`src/rtl/sys_ctrl_tx_ser.sv`:
```
// Serialises register-read and ALU-result events into DATA_WIDTH words for a FIFO.
// Latency: one cycle from strobe to first word. Backpressure: Full stalls FIFO_IN; one pending slot, extra strobes dropped.
module sys_ctrl_tx_ser #(
    parameter int DATA_WIDTH    = 8,
    parameter int ALU_OUT_WIDTH = 16,
    parameter int MSB_FIRST     = 0
) (
    input  logic                     CLK,
    input  logic                     rst_n,
    input  logic                     Full,
    input  logic [DATA_WIDTH-1:0]    Rd_data,
    input  logic                     Rd_data_valid,
    input  logic [ALU_OUT_WIDTH-1:0] ALU_OUT,
    input  logic                     ALU_OUT_valid,
    output logic [DATA_WIDTH-1:0]    FIFO_IN,
    output logic                     Wr_Req,
    output logic                     Busy,
    output logic                     Drop
);
    localparam int ALU_WORDS = ALU_OUT_WIDTH / DATA_WIDTH;
    localparam int CW        = $clog2(ALU_WORDS + 1);

    typedef enum logic {IDLE = 1'b0, SEND = 1'b1} state_t;

    state_t                   r_state, w_nxt_state;
    logic [ALU_OUT_WIDTH-1:0] r_frame;
    logic [CW-1:0]            r_cnt, r_last, w_cnt_nxt;
    logic [DATA_WIDTH-1:0]    r_fifo_in;
    logic                     r_drop;
    logic                     r_pend_vld, r_pend_alu;
    logic [ALU_OUT_WIDTH-1:0] r_pend_dat;

    logic                     w_acc, w_last;
    logic                     w_start, w_start_alu;
    logic [ALU_OUT_WIDTH-1:0] w_start_dat, w_rd_ext;
    logic                     w_rd_left, w_alu_left, w_slot_free;
    logic                     w_pend_load, w_pend_alu, w_clr_pend, w_drop;
    logic [ALU_OUT_WIDTH-1:0] w_pend_dat;

    function automatic logic [DATA_WIDTH-1:0] word_sel(input logic [ALU_OUT_WIDTH-1:0] f,
                                                       input logic [CW-1:0] k);
        int idx;
        idx = (MSB_FIRST != 0) ? (ALU_WORDS - 1 - int'(k)) : int'(k);
        return f[idx*DATA_WIDTH +: DATA_WIDTH];
    endfunction

    assign w_acc     = (r_state == SEND) && !Full;
    assign w_last    = w_acc && (r_cnt == r_last);
    assign w_cnt_nxt = r_cnt + 1'b1;

    always_comb begin
        w_rd_ext                   = '0;
        w_rd_ext[DATA_WIDTH-1:0]   = Rd_data;
    end

    // A frame may start when idle or on the edge that retires the last word;
    // the pending slot has priority, then read, then ALU. Leftovers try the slot.
    always_comb begin
        w_nxt_state = r_state;
        w_start     = 1'b0;
        w_start_alu = 1'b0;
        w_start_dat = '0;
        w_rd_left   = Rd_data_valid;
        w_alu_left  = ALU_OUT_valid;
        w_slot_free = !r_pend_vld;
        w_clr_pend  = 1'b0;
        w_pend_load = 1'b0;
        w_pend_alu  = 1'b0;
        w_pend_dat  = '0;
        w_drop      = 1'b0;
        if (r_state == IDLE || w_last) begin
            w_nxt_state = IDLE;
            if (r_pend_vld) begin
                w_start     = 1'b1;
                w_start_alu = r_pend_alu;
                w_start_dat = r_pend_dat;
                w_clr_pend  = 1'b1;
                w_slot_free = 1'b1;
            end else if (Rd_data_valid) begin
                w_start     = 1'b1;
                w_start_dat = w_rd_ext;
                w_rd_left   = 1'b0;
            end else if (ALU_OUT_valid) begin
                w_start     = 1'b1;
                w_start_alu = 1'b1;
                w_start_dat = ALU_OUT;
                w_alu_left  = 1'b0;
            end
        end
        if (w_start)
            w_nxt_state = SEND;
        if (w_slot_free) begin
            if (w_rd_left) begin
                w_pend_load = 1'b1;
                w_pend_dat  = w_rd_ext;
            end else if (w_alu_left) begin
                w_pend_load = 1'b1;
                w_pend_alu  = 1'b1;
                w_pend_dat  = ALU_OUT;
            end
        end
        w_drop = (w_rd_left && w_alu_left) || ((w_rd_left || w_alu_left) && !w_slot_free);
    end

    always_ff @(posedge CLK or negedge rst_n) begin
        if (!rst_n) begin
            r_state    <= IDLE;
            r_frame    <= '0;
            r_cnt      <= '0;
            r_last     <= '0;
            r_fifo_in  <= '0;
            r_drop     <= 1'b0;
            r_pend_vld <= 1'b0;
            r_pend_alu <= 1'b0;
            r_pend_dat <= '0;
        end else begin
            r_state <= w_nxt_state;
            r_drop  <= w_drop;
            if (w_start) begin
                r_frame   <= w_start_dat;
                r_cnt     <= '0;
                r_last    <= w_start_alu ? CW'(ALU_WORDS - 1) : '0;
                r_fifo_in <= w_start_alu ? word_sel(w_start_dat, '0)
                                         : w_start_dat[DATA_WIDTH-1:0];
            end else if (w_acc && !w_last) begin
                r_cnt     <= w_cnt_nxt;
                r_fifo_in <= word_sel(r_frame, w_cnt_nxt);
            end
            if (w_pend_load) begin
                r_pend_vld <= 1'b1;
                r_pend_alu <= w_pend_alu;
                r_pend_dat <= w_pend_dat;
            end else if (w_clr_pend) begin
                r_pend_vld <= 1'b0;
            end
        end
    end

    assign FIFO_IN = r_fifo_in;
    assign Wr_Req  = (r_state == SEND);
    assign Busy    = (r_state == SEND) || r_pend_vld;
    assign Drop    = r_drop;
endmodule

```
`config.mk`:
```
export PLATFORM = sky130hd
export DESIGN_NAME = sys_ctrl_tx_ser
export DESIGN_NICKNAME = d
export VERILOG_FILES = /design/src/rtl/sys_ctrl_tx_ser.sv
export SDC_FILE = /design/constraint.sdc
export NUM_CORES = 1
export LEC_CHECK = 0
export BUFFER_PORTS_ARGS = -buffer_cell sky130_fd_sc_hd__buf_2
export CAP_MARGIN = 40
export CORE_UTILIZATION = 34
export DETAILED_ROUTE_END_ITERATION = 16
export SETUP_SLACK_MARGIN = 0.15
export SLEW_MARGIN = 20
export SYNTH_ARGS = -nofsm -noshare
export SYNTH_HDL_FRONTEND = slang
export SYNTH_SLANG_ARGS = --single-unit
```
`constraint.sdc`:
```
create_clock -name CLK -period 2.02 [get_ports CLK]
set_input_delay 0.303 -clock CLK [delete_from_list [all_inputs] [get_ports CLK]]
set_output_delay 0.303 -clock CLK [all_outputs]
set_load 0.02 [all_outputs]
```
* Word level (Yosys, flattened, before mapping)
Index checks and enable logic that the tools add are counted.
** Cells by class
- Shift operators :: 1
- Equality and inequality tests :: 1
- Reductions and logical operators :: 16
- Bitwise operators :: 1
- $add $sub $neg :: 1
- Muxes and demuxes :: 37
** Operators with widths (count)
- 2-to-1 mux 16 bit :: 7
- 2-to-1 mux 1 bit :: 26
- 2-to-1 mux 8 bit :: 2
- variable part select 16 x 6 -> 8 bit :: 1
- nonzero test 2 bit :: 3
- logical AND 1 bit :: 5
- zero test 1 bit :: 4
- logical OR 1 bit :: 4
- 2-to-1 mux 2 bit :: 2
- adder 2 x 1 -> 2 bit, second input constant :: 1
- equality test 2 bit :: 1
- NOT 1 bit :: 1
** Word-level totals
- Bits in registers :: 48
- Word-level logic and storage cells :: 66
- Input port bits :: 29
- Output and inout port bits :: 11

* Longest topological paths before layout
Gate-level depths: netlist of the first run.
- Depth after elaboration :: 9
- Mapped depth :: 8
- Gate-level depth less buffers :: 5

* Worst setup path after synthesis of the first run
Ideal clock, no wire load.
- Kind :: register -> register
- Start point :: register r_state (netlist: Wr_Req)
- End point :: register r_pend_dat[7]
- Period minus slack after synthesis :: 1.921 ns
- Setup slack :: 0.099 ns
- Library setup time :: 0.125 ns
- Buffers on the path :: 2
- Data required time :: 1.895 ns
- Arrival :: 1.796 ns
- Stages on the path, launching flop included :: 8
- Cells stage by stage :: dfrtp_1 buf_2 or2_2 o41ai_4 o21bai_4 o211ai_2 buf_6 mux2_4
** Between the ends
- Cells in the longest elaborated chain, start to end :: 7
- Elaborated cells between the ends (all ways) :: 13
- Those cells by class :: mux: 9; bitwise: 1; reduce/logical: 3
** RTL lines
- start: declaration :: RTL line 25 : state_t r_state, w_nxt_state;
- start signal: assignment :: RTL line 117 : r_state <= w_nxt_state;
- logical AND 1 bit :: RTL line 47 : assign w_acc = (r_state == SEND) && !Full;
- logical AND 1 bit :: RTL line 48 : assign w_last = w_acc && (r_cnt == r_last);
- logical OR 1 bit (*) :: RTL line 71 : if (r_state == IDLE || w_last) begin
- 2-to-1 mux 1 bit :: RTL line 71
- 2-to-1 mux 16 bit / 2-to-1 mux 1 bit (equally long branches) :: RTL line 96 : end else if (w_alu_left) begin
- 2-to-1 mux 16 bit / 2-to-1 mux 1 bit (equally long branches) :: RTL line 93 : if (w_rd_left) begin
- 2-to-1 mux 16 bit / 2-to-1 mux 1 bit (equally long branches) :: RTL line 92 : if (w_slot_free) begin
- end signal: assignment :: RTL line 132 : r_pend_dat <= w_pend_dat;
- end: declaration :: RTL line 31 : logic [ALU_OUT_WIDTH-1:0] r_pend_dat;
Every way passes the cells marked *; elsewhere a longest branch is shown, timed or not.
A chain may end at the register's enable or synchronous reset.

* Final worst setup path of the first run
- Start point :: register r_cnt[0]
- End point :: register r_pend_dat[13]
** Between the ends
- Cells in the longest elaborated chain, start to end :: 7
- Elaborated cells between the ends (all ways) :: 12
- Those cells by class :: eq/ne: 1; mux: 9; reduce/logical: 2
** RTL lines
- start: declaration :: RTL line 27 : logic [CW-1:0] r_cnt, r_last, w_cnt_nxt;
- start signal: assignment :: RTL line 126 : r_cnt <= w_cnt_nxt;
- equality test 2 bit (*) :: RTL line 48
- logical AND 1 bit (*) :: RTL line 48
- logical OR 1 bit (*) :: RTL line 71
- 2-to-1 mux 1 bit :: RTL line 71
- 2-to-1 mux 16 bit / 2-to-1 mux 1 bit (equally long branches) :: RTL line 96
- 2-to-1 mux 16 bit / 2-to-1 mux 1 bit (equally long branches) :: RTL line 93
- 2-to-1 mux 16 bit / 2-to-1 mux 1 bit (equally long branches) :: RTL line 92
Marked as above.

==> qor.txt, run 1 <==
Outcome - finished clean
Layout cells sized above 1 - 0.361
XOR/XNOR Fraction of Synth Area - 0.0100
Clock Skew - 0.00759 ns
Bufs and invs on worst path - 2
Critical Path AT - 1.97 ns
GRT Util Overall - 0.170
Hold WC Path Type - in -> reg
Initial antenna violation count - 0
RSZ-0062 raised after global routing - yes
Power per standard cell area - 1300 mW/mm^2
Dpl hpwl - 4120 um
Die height - 87.8 um
CP max FO - 9
Syn_area_per_cell - 10.7 um^2
Final slew viol count - 0
Die area - 0.00770 mm^2
Gr ovfl total - 0
Synthesized instance count - 233
Crit share post-route - 0.881
Crit path depth - 6
Capturing point of the worst reg2reg path - r_pend_dat[13]
Wirelength, routed - 6020 um
H-Tree Level Count - 2
Post-route cell area - 0.00313 mm^2
Wirelength per Cell - 15.7 um
Setup_tns - 0 ns
RePlAce Congestion - 0.700
Final Hold Fails - 0
Reg2reg start - r_cnt[0]
Port Buffers - 39
Clock Root Buffer - clkbuf_8
Number of global-route vias before repair - 1941
Startpoint type of the worst setup path - register
Seq/Total Area, Yosys - 0.470
Worst slew pin tran - 0.532 ns
Simple-gate area share of the yosys netlist - 0.131
Slowest cell on crit path - dfrtp_2
Post-synthesis mux area share - 0.0780
Via density per instance - 5.29
CTS tree - done
Nets - 316
Yosys reg bits - 47
Core ar. - 0.00694 mm^2
Crit path time final - 1.78 ns
TritonRoute pass-1 iters - 5
ANT cells - 0
Compound-Gate Fraction of Synth Area - 0.255
Drt drc - 0
Hold Path Cell Cnt - 2
Synth warn - 0
Syn Std Cell Area - 0.00250 mm^2
Post-Syn Nets - 262
Clk sink count - 47
Slew margin rel. - 0.645
Largest family of logic cells by synthesized area - compound AO/OA/AOI/OAI gates
Hold endpoint - r_pend_dat[11]
P&R area growth vs syn - 25.3%
Setup crit end kind - register
Worst path cell trace - xor2_4 > o31ai_4 > buf_4 > o211ai_4 > buf_4 > a22o_1
Clock slew at reported path FFs - 0.09 ns
Crit path max-delay family - compound AO/OA/AOI/OAI gates
Max-cap viol count - 0
# setup viols final - 0
Hold Path Origin - ALU_OUT[11]
Max VDD drop - 0.429 mV
CTS Buf Count - 5
Placement Cell Area - 0.00289 mm^2
Adder-cell share of the synthesized area - 0.00400
DRT antenna net count - 0
Filler cell count in the final layout - 675
Setup CP Type - reg -> reg
Starting density of the core - 0.360
Num ports - 40
Netlist cell types - 40
First-pass GRT wire length - 9980 um
Width of the die - 87.8 um
CP peak stage delay - 0.45 ns
Clock Latency Late Sink - 0.30 ns
Maximum clock insertion buffer count - 2
Rows - 30
Worst reg-to-reg path cell count - 6
Vias - 2033
Initial DRC count - 101
Lkg Pwr - 1.48 nW
Worst Path Required - 2.21 ns
F_max - 562 MHz
Worst R2R Setup Slack - 0.24 ns
Largest net degree at the start of global routing - 30
Most used cell along the critical path - buf_4
==> cell families after synthesis <==
group | count (synthesis)
buf+inv | 23
simple gates | 70
xor+xnor | 2
compound gates | 73
mux | 17
fa+ha+maj | 1
flops | 47
==> placed cells by master (no fill, tap or decap), types with 3 or more instances in the layout <==
| cell type | Yosys | layout |
|---|---|---|
| dfrtp_1 | 47 | 44 |
| buf_2 | 8 | 40 |
| nand2_1 | 25 | 24 |
| buf_4 | 1 | 21 |
| nor2_1 | 19 | 19 |
| o211ai_1 | 17 | 17 |
| mux2_2 | 16 | 16 |
| a22o_1 | 9 | 9 |
| a21o_1 | 9 | 9 |
| a221oi_1 | 8 | 8 |
| o211a_1 | 8 | 8 |
| a221o_1 | 8 | 8 |
| nand4_1 | 8 | 8 |
| or3_1 | 8 | 8 |
| clkbuf_8 | 0 | 7 |
| o21ai_0 | 4 | 4 |
| dfrtp_2 | 0 | 3 |
| buf_12 | 0 | 3 |
==> cell usage after synthesis <==
master	instances	area share
nor2_1	19	0.029
or3_1	8	0.020
o21a_1	1	0.0030
inv_1	1	0.0015
mux2_4	1	0.0060
and2_1	1	0.0025
xor2_1	1	0.0035
nand4_1	8	0.020
nor3_1	1	0.0020
o211ai_2	1	0.0050
or2_2	1	0.0025
o31ai_2	1	0.0050
nand2_1	25	0.038
a221o_1	8	0.032
o211a_1	8	0.032
o211ai_1	17	0.051
a211oi_1	1	0.0030
buf_6	4	0.018
a21oi_1	2	0.0040
o31ai_1	1	0.0030
a21o_1	9	0.027
xor2_2	1	0.0065
o21ai_0	4	0.0080
clkinv_1	1	0.0015
mux2_2	16	0.072
maj3_1	1	0.0040
o21bai_4	1	0.0075
nand2b_1	1	0.0025
buf_4	1	0.0030
a221oi_1	8	0.028
o41ai_4	1	0.011
nor2b_1	2	0.0050
clkbuf_1	8	0.012
nand3_1	1	0.0020
dfrtp_1	47	0.47
nor3b_1	2	0.0060
a22o_1	9	0.032
o31a_1	1	0.0035
or2_1	1	0.0025
buf_2	8	0.016
==> state kept, by name (all words and copies together), names as in the netlist <==
signal	flops
r_last	1
Wr_Req	1
r_pend_alu	1
Drop	1
r_pend_vld	1
FIFO_IN	8
r_cnt	2
r_frame	16
r_pend_dat	16
==> metal layers <==
metal	wire (um)	track usage	vias up
met3	166	0.0254	4
met4	51	0.0522	0
met2	2860	0.261	38
met1	2940	0.249	1004
li1	-	-	987
met5	0	0	-
==> final cells by class <==
cell class              instances  area (um^2)  share of cell area
well taps                      96          120              0.0383
clock buffers                   7         96.3              0.0307
inverters                       2         11.3             0.00359
multi-input cells             164         1250               0.400
clock inverters                 1         7.51             0.00240
flip-flops and latches         47         1180               0.376
repair buffers                 67          467               0.149
==> worst max-delay path by stage <==
stage	startpoint	endpoint	slack, ns
after detailed placement	r_last[0]	r_pend_dat[4]	0.09
after global routing	r_cnt[0]	r_pend_dat[0]	0.14
final	r_cnt[0]	r_pend_dat[13]	0.24
after global placement	r_cnt[1]	FIFO_IN[7]	0.07
after floorplan	r_cnt[0]	r_pend_dat[7]	0.17
after CTS	r_cnt[0]	r_pend_dat[1]	0.11
==> through the flow <==
stage	worst slack (ns)	utilization	hold WS [ns]	instances	total power, W
final	0.241	0.451	0.236	384	0.00407
after global routing	0.144	0.451	0.240	384	0.00436
after CTS	0.107	0.447	0.233	383	0.00410
after detailed placement	0.0921	0.416	0.317	367	0.00333
after global placement	0.0686	0.415	0.317	366	0.00329
after floorplan	0.166	-	0.00741	233	0.00283
==> repair_timing <==
item / 4_1_cts / 5_1_grt
buffers inserted: 5 / 1
endpoints found under the hold margin: 21 / 0
hold buffers: 1 / 0
gates cloned: 2 / 0
endpoints found under the setup margin: 27 / 19
pin swaps: 3 / 1
resized for setup: 7 / 3
==> power by group <==
group / switching (W) / internal, W
sequential: 0.000276 / 0.00138
clock: 0.000323 / 0.000312
combinational: 0.000869 / 0.000916
Power figures use the tool's default switching activity.
==> run 2, diff against run 1 <==
REMOVE_ABC_BUFFERS = 1   (was not set)
==> run 2 against run 1 <==
  * Clock power is 4.4% lower
  * Largest power group unchanged
  * Clock skew rose by 0.00058 ns
  * Highest routed layer unchanged
  * Critical path type unchanged
  * Core utilization down 1.6 points
  * Fmax is 1.9% lower
==> qor.txt, run 2 (synthesized netlist as in run 1, its figures left out) <==
Clock Latency Late Sink - 0.30 ns
Most common cell after layout, fill and taps aside - dfrtp_1
Outcome - finished clean
Drt drc - 0
Setup crit end kind - register
Setup_tns - 0 ns
ANT cells - 0
Multi-input logic area - 0.00124 mm^2
Vias - 2033
Final slew viol count - 0
Worst Path Required - 2.22 ns
Critical Path AT - 2.01 ns
Hold WC Path Type - in -> async
Rows - 30
Wirelength, routed - 5990 um
Core ar. - 0.00694 mm^2
RSZ-0062 raised after global routing - yes
Initial DRC count - 178
Starting density of the core - 0.360
Filler cell count in the final layout - 670
Max-cap viol count - 0
Clock Root Buffer - clkbuf_8
CP max FO - 9
Sequential cell area - 0.00118 mm^2
Gr ovfl total - 0
RePlAce Congestion - 0.745
Port Buffers - 39
Nets - 308
Maximum clock insertion buffer count - 2
Num ports - 40
Largest net degree at the start of global routing - 48
TritonRoute pass-1 iters - 4
Clk sink count - 47
Worst slew pin tran - 0.616 ns
Layout cells sized above 1 - 0.336
Post-CTS Hold Fix Bufs - 0
F_max - 551 MHz
Final Hold Fails - 0
Clock slew at reported path FFs - 0.09 ns
CTS tree - done
Tot Pwr - 0.00395 W
Die height - 87.8 um
Number of global-route vias before repair - 1942
# setup viols final - 0
H-Tree Level Count - 2
Crit path time final - 1.81 ns
Dpl hpwl - 4090 um
Width of the die - 87.8 um
P&R area growth vs syn - 20.8%
CTS Buf Count - 5
Wirelength per Cell - 15.9 um
Via density per instance - 5.41
Setup CP Type - reg -> reg
First-pass GRT wire length - 10100 um
Initial antenna violation count - 0
GRT Util Overall - 0.171
Startpoint type of the worst setup path - register
Power per standard cell area - 1310 mW/mm^2
Clock Skew - 0.00817 ns
Most frequent cells in the layout - 45 x dfrtp_1, 39 x buf_2, 24 x nand2_1, 19 x nor2_1, 18 x buf_4
DRT antenna net count - 0
Max VDD drop - 0.618 mV
Die area - 0.00770 mm^2
Slew margin rel. - 0.589
Lkg Pwr - 1.44 nW
Crit share post-route - 0.898
run 2: cell count changes in the layout (fill, tap and decap cells not counted), sizes merged:
cell | previous run | this run
buf | 66 | 58
clkbuf | 7 | 8
clkinv | 0 | 2
clkinvlp | 2 | 0
dlygate4sd3 | 1 | 0
run 2: critical path, cell delays in order (launching register included):
cell,delay [ns]
dfrtp_2,0.45
xor2_4,0.26
o41ai_4,0.08
buf_4,0.17
o21bai_4,0.16
o211ai_2,0.18
buf_4,0.22
a22o_1,0.18
run 2: layout make-up:
class,instances,share of cell area
clock buffer,7,0.0286
clock inverter,1,0.00290
inverter,2,0.00248
multi-input combinational,164,0.412
sequential,47,0.390
tap,96,0.0398
timing repair buffer,59,0.124
run 2: per-layer routing:
metal	vias up	wire, um	GRT usage
met5	-	0	0
met4	0	107	0.0522
met3	10	206	0.0349
met2	40	2830	0.249
met1	1009	2840	0.254
li1	974	-	-
run 2: what timing repair did:
action                     CTS  global route
cloned                       0             2
gates resized for setup      3             6
setup endpoints to repair   21            30
pin swaps                    1             1
buffers inserted             0             1
run 2: worst paths after layout:
check | slack, ns | cells after the start | to | startpoint
setup / recovery | 0.21 | 7 | r_pend_dat[10] | r_cnt[0]
hold / removal | 0.09 | 2 | r_pend_dat[0] | rst_n
setup reg to reg | 0.21 | 7 | r_pend_dat[10] | r_cnt[0]
hold reg to reg | 0.48 | 1 | r_frame[4] | r_frame[4]
max in group asynchronous | 1.49 | 2 | r_cnt[0] | rst_n
min in group CLK | 0.24 | 2 | r_pend_dat[9] | ALU_OUT[9]
run 2: where the power goes:
group	internal [W]	leakage, nW	switching (W)
Sequential	0.00138	0.584	0.000291
Clock	0.000281	0.0484	0.000326
Combinational	0.000851	0.803	0.000830
Total	0.00251	1.44	0.00145
run 2: per-stage QoR:
step	util	setup WS, ns	hold slack [ns]	cell area [um^2]	instances
2_1_floorplan	-	-0.331	0.00741	2380	212
3_3_place_gp	0.409	0.149	0.439	2840	365
3_5_place_dp	0.409	0.130	0.449	2840	365
4_1_cts	0.426	0.151	0.110	2960	373
5_1_grt	0.435	0.104	0.131	3020	376
6_report	0.435	0.207	0.0903	3020	376
==> run 3, diff against run 2 <==
PLACE_DENSITY = 0.56   (was not set)
==> run 3 against run 2 <==
  * Sequential cell count stayed put
  * Sequential power about the same
  * Largest cell class unchanged
  * Critical path type unchanged
  * Final area is 1.9% higher
  * Setup slack lost 0.032 ns
  * Largest power group unchanged
  * Clock-buffer cell count shrank 1
  * Combinational power up 5%
  * Critical endpoint is now r_pend_dat[3]
  * Die area stayed put
==> qor.txt, run 3 (synthesized netlist as in run 1, its figures left out) <==
Outcome - finished clean
Die height - 87.8 um
Max-cap viol count - 0
First-pass GRT wire length - 9750 um
Num ports - 40
Placement Cell Area - 0.00283 mm^2
Port Buffers - 39
Worst reg-to-reg path cell count - 6
Reg2reg start - r_cnt[0]
Post-route cell area - 0.00308 mm^2
H-Tree Level Count - 2
ANT cells - 0
Slew margin rel. - 0.768
Setup_tns - 0 ns
RePlAce Congestion - 0.715
Max VDD drop - 0.515 mV
Met3 Use GR - 0.0339
F_max - 542 MHz
P&R area growth vs syn - 23.1%
Clock Skew - 0.0102 ns
Startpoint type of the worst setup path - register
Power per standard cell area - 1340 mW/mm^2
Worst path cell trace - xor2_4 > o41ai_4 > buf_4 > o21bai_4 > o211ai_4 > mux2_4
Setup CP Type - reg -> reg
Met1 Use GR - 0.234
Capturing point of the worst reg2reg path - r_pend_dat[3]
CTS tree - done
GRT Util Overall - 0.166
Worst slew pin tran - 0.347 ns
Critical path origin - r_cnt[0]
Rows - 30
Via density per instance - 5.36
Crit share post-route - 0.914
Critical Path AT - 2.03 ns
DRT antenna net count - 0
CP max FO - 5
Final slew viol count - 0
Final Hold Fails - 0
Crit path time final - 1.85 ns
Maximum clock insertion buffer count - 2
Slowest cell on crit path - dfrtp_2
Worst Path Required - 2.20 ns
Crit path max-delay family - compound AO/OA/AOI/OAI gates
RSZ-0062 raised after global routing - yes
CP peak stage delay - 0.45 ns
Starting density of the core - 0.360
CTS Buf Count - 5
Gr ovfl total - 0
Largest net degree at the start of global routing - 33
Setup crit end - r_pend_dat[3]
Number of global-route vias before repair - 1975
Vias - 2027
Tot Pwr - 0.00414 W
Crit path depth - 6
Initial antenna violation count - 0
TritonRoute pass-1 iters - 4
Initial DRC count - 145
Most frequent cells in the layout - 46 x dfrtp_1, 40 x buf_2, 23 x nand2_1, 19 x nor2_1, 18 x buf_4
Wirelength per Cell - 15.6 um
Gr busiest metal - met2
Met2 usage - 0.264
Clock Root Buffer - clkbuf_8
Wirelength, routed - 5890 um
Bufs and invs on worst path - 1
Nets - 310
Drt drc - 0
Clock Latency Late Sink - 0.30 ns
Clk sink count - 47
Dpl hpwl - 4240 um
# setup viols final - 0
Worst R2R Setup Slack - 0.17 ns
Lkg Pwr - 1.48 nW
Width of the die - 87.8 um
Setup crit end kind - register
Clock slew at reported path FFs - 0.08 ns
Die area - 0.00770 mm^2
Core ar. - 0.00694 mm^2
Hold WC Path Type - in -> reg
Most common cell after layout, fill and taps aside - dfrtp_1
Layout cells sized above 1 - 0.358
==> run 3: worst min-delay path by stage <==
stage | from | to | slack (ns) | cells after the start
4_1_cts | ALU_OUT[11] | r_pend_dat[11] | 0.24 | 2
3_5_place_dp | rst_n | Drop | 0.21 | 1
5_1_grt | ALU_OUT[10] | r_pend_dat[10] | 0.25 | 2
2_1_floorplan | rst_n | Drop | 0.007 | 0
3_3_place_gp | rst_n | Drop | 0.21 | 1
6_report | ALU_OUT[9] | r_pend_dat[9] | 0.25 | 2
==> run 3: timing repair <==
action / 4_1_cts / 5_1_grt
endpoints found under the setup margin: 27 / 38
endpoints found under the hold margin: 12 / 0
gates cloned: 1 / 0
resized for setup: 8 / 13
buffers inserted: 2 / 0
hold buffers: 1 / 0
pin swaps: 1 / 4
==> run 3: area by class of cell <==
type                            instances  area [um^2]
Fill cell                             668         3860
Timing Repair Buffer                   61          368
Clock inverter                          2         35.0
Sequential cell                        47         1180
Clock buffer                            6         82.6
Multi-Input combinational cell        164         1280
Inverter                                2         11.3
Tap cell                               96          120
==> run 3: per-layer routing <==
layer	routed length, um	up-vias
met5	0	-
met4	54	0
met3	279	7
met2	2730	54
met1	2830	988
li1	-	978
==> run 3: report_power, final <==
part / internal (W) / switching, W / total (W) / leakage, nW
clock network: 0.000400 / 0.000307 / 0.000707 / 0.0612
logic: 0.000906 / 0.000855 / 0.00176 / 0.835
registers: 0.00137 / 0.000294 / 0.00167 / 0.586
==> run 3: per-stage QoR <==
| stage | util | setup slack, ns | cells | hold slack [ns] |
|---|---|---|---|---|
| after floorplan | - | -0.331 | 212 | 0.00741 |
| after global placement | 0.407 | 0.0479 | 365 | 0.213 |
| after detailed placement | 0.408 | 0.0149 | 366 | 0.214 |
| after CTS | 0.435 | 0.0904 | 378 | 0.236 |
| after global routing | 0.443 | 0.107 | 378 | 0.246 |
| final | 0.443 | 0.174 | 378 | 0.246 |
==> run 3: worst reg2reg max path: cells and delay by family, from the launching register on <==
kind	cells	cell delay, ns
buffers and inverters	1	0.19
xor gates and xnor gates	1	0.21
muxes	1	0.34
AOI/OAI and AO/OA	3	0.54
DFF	1	0.45
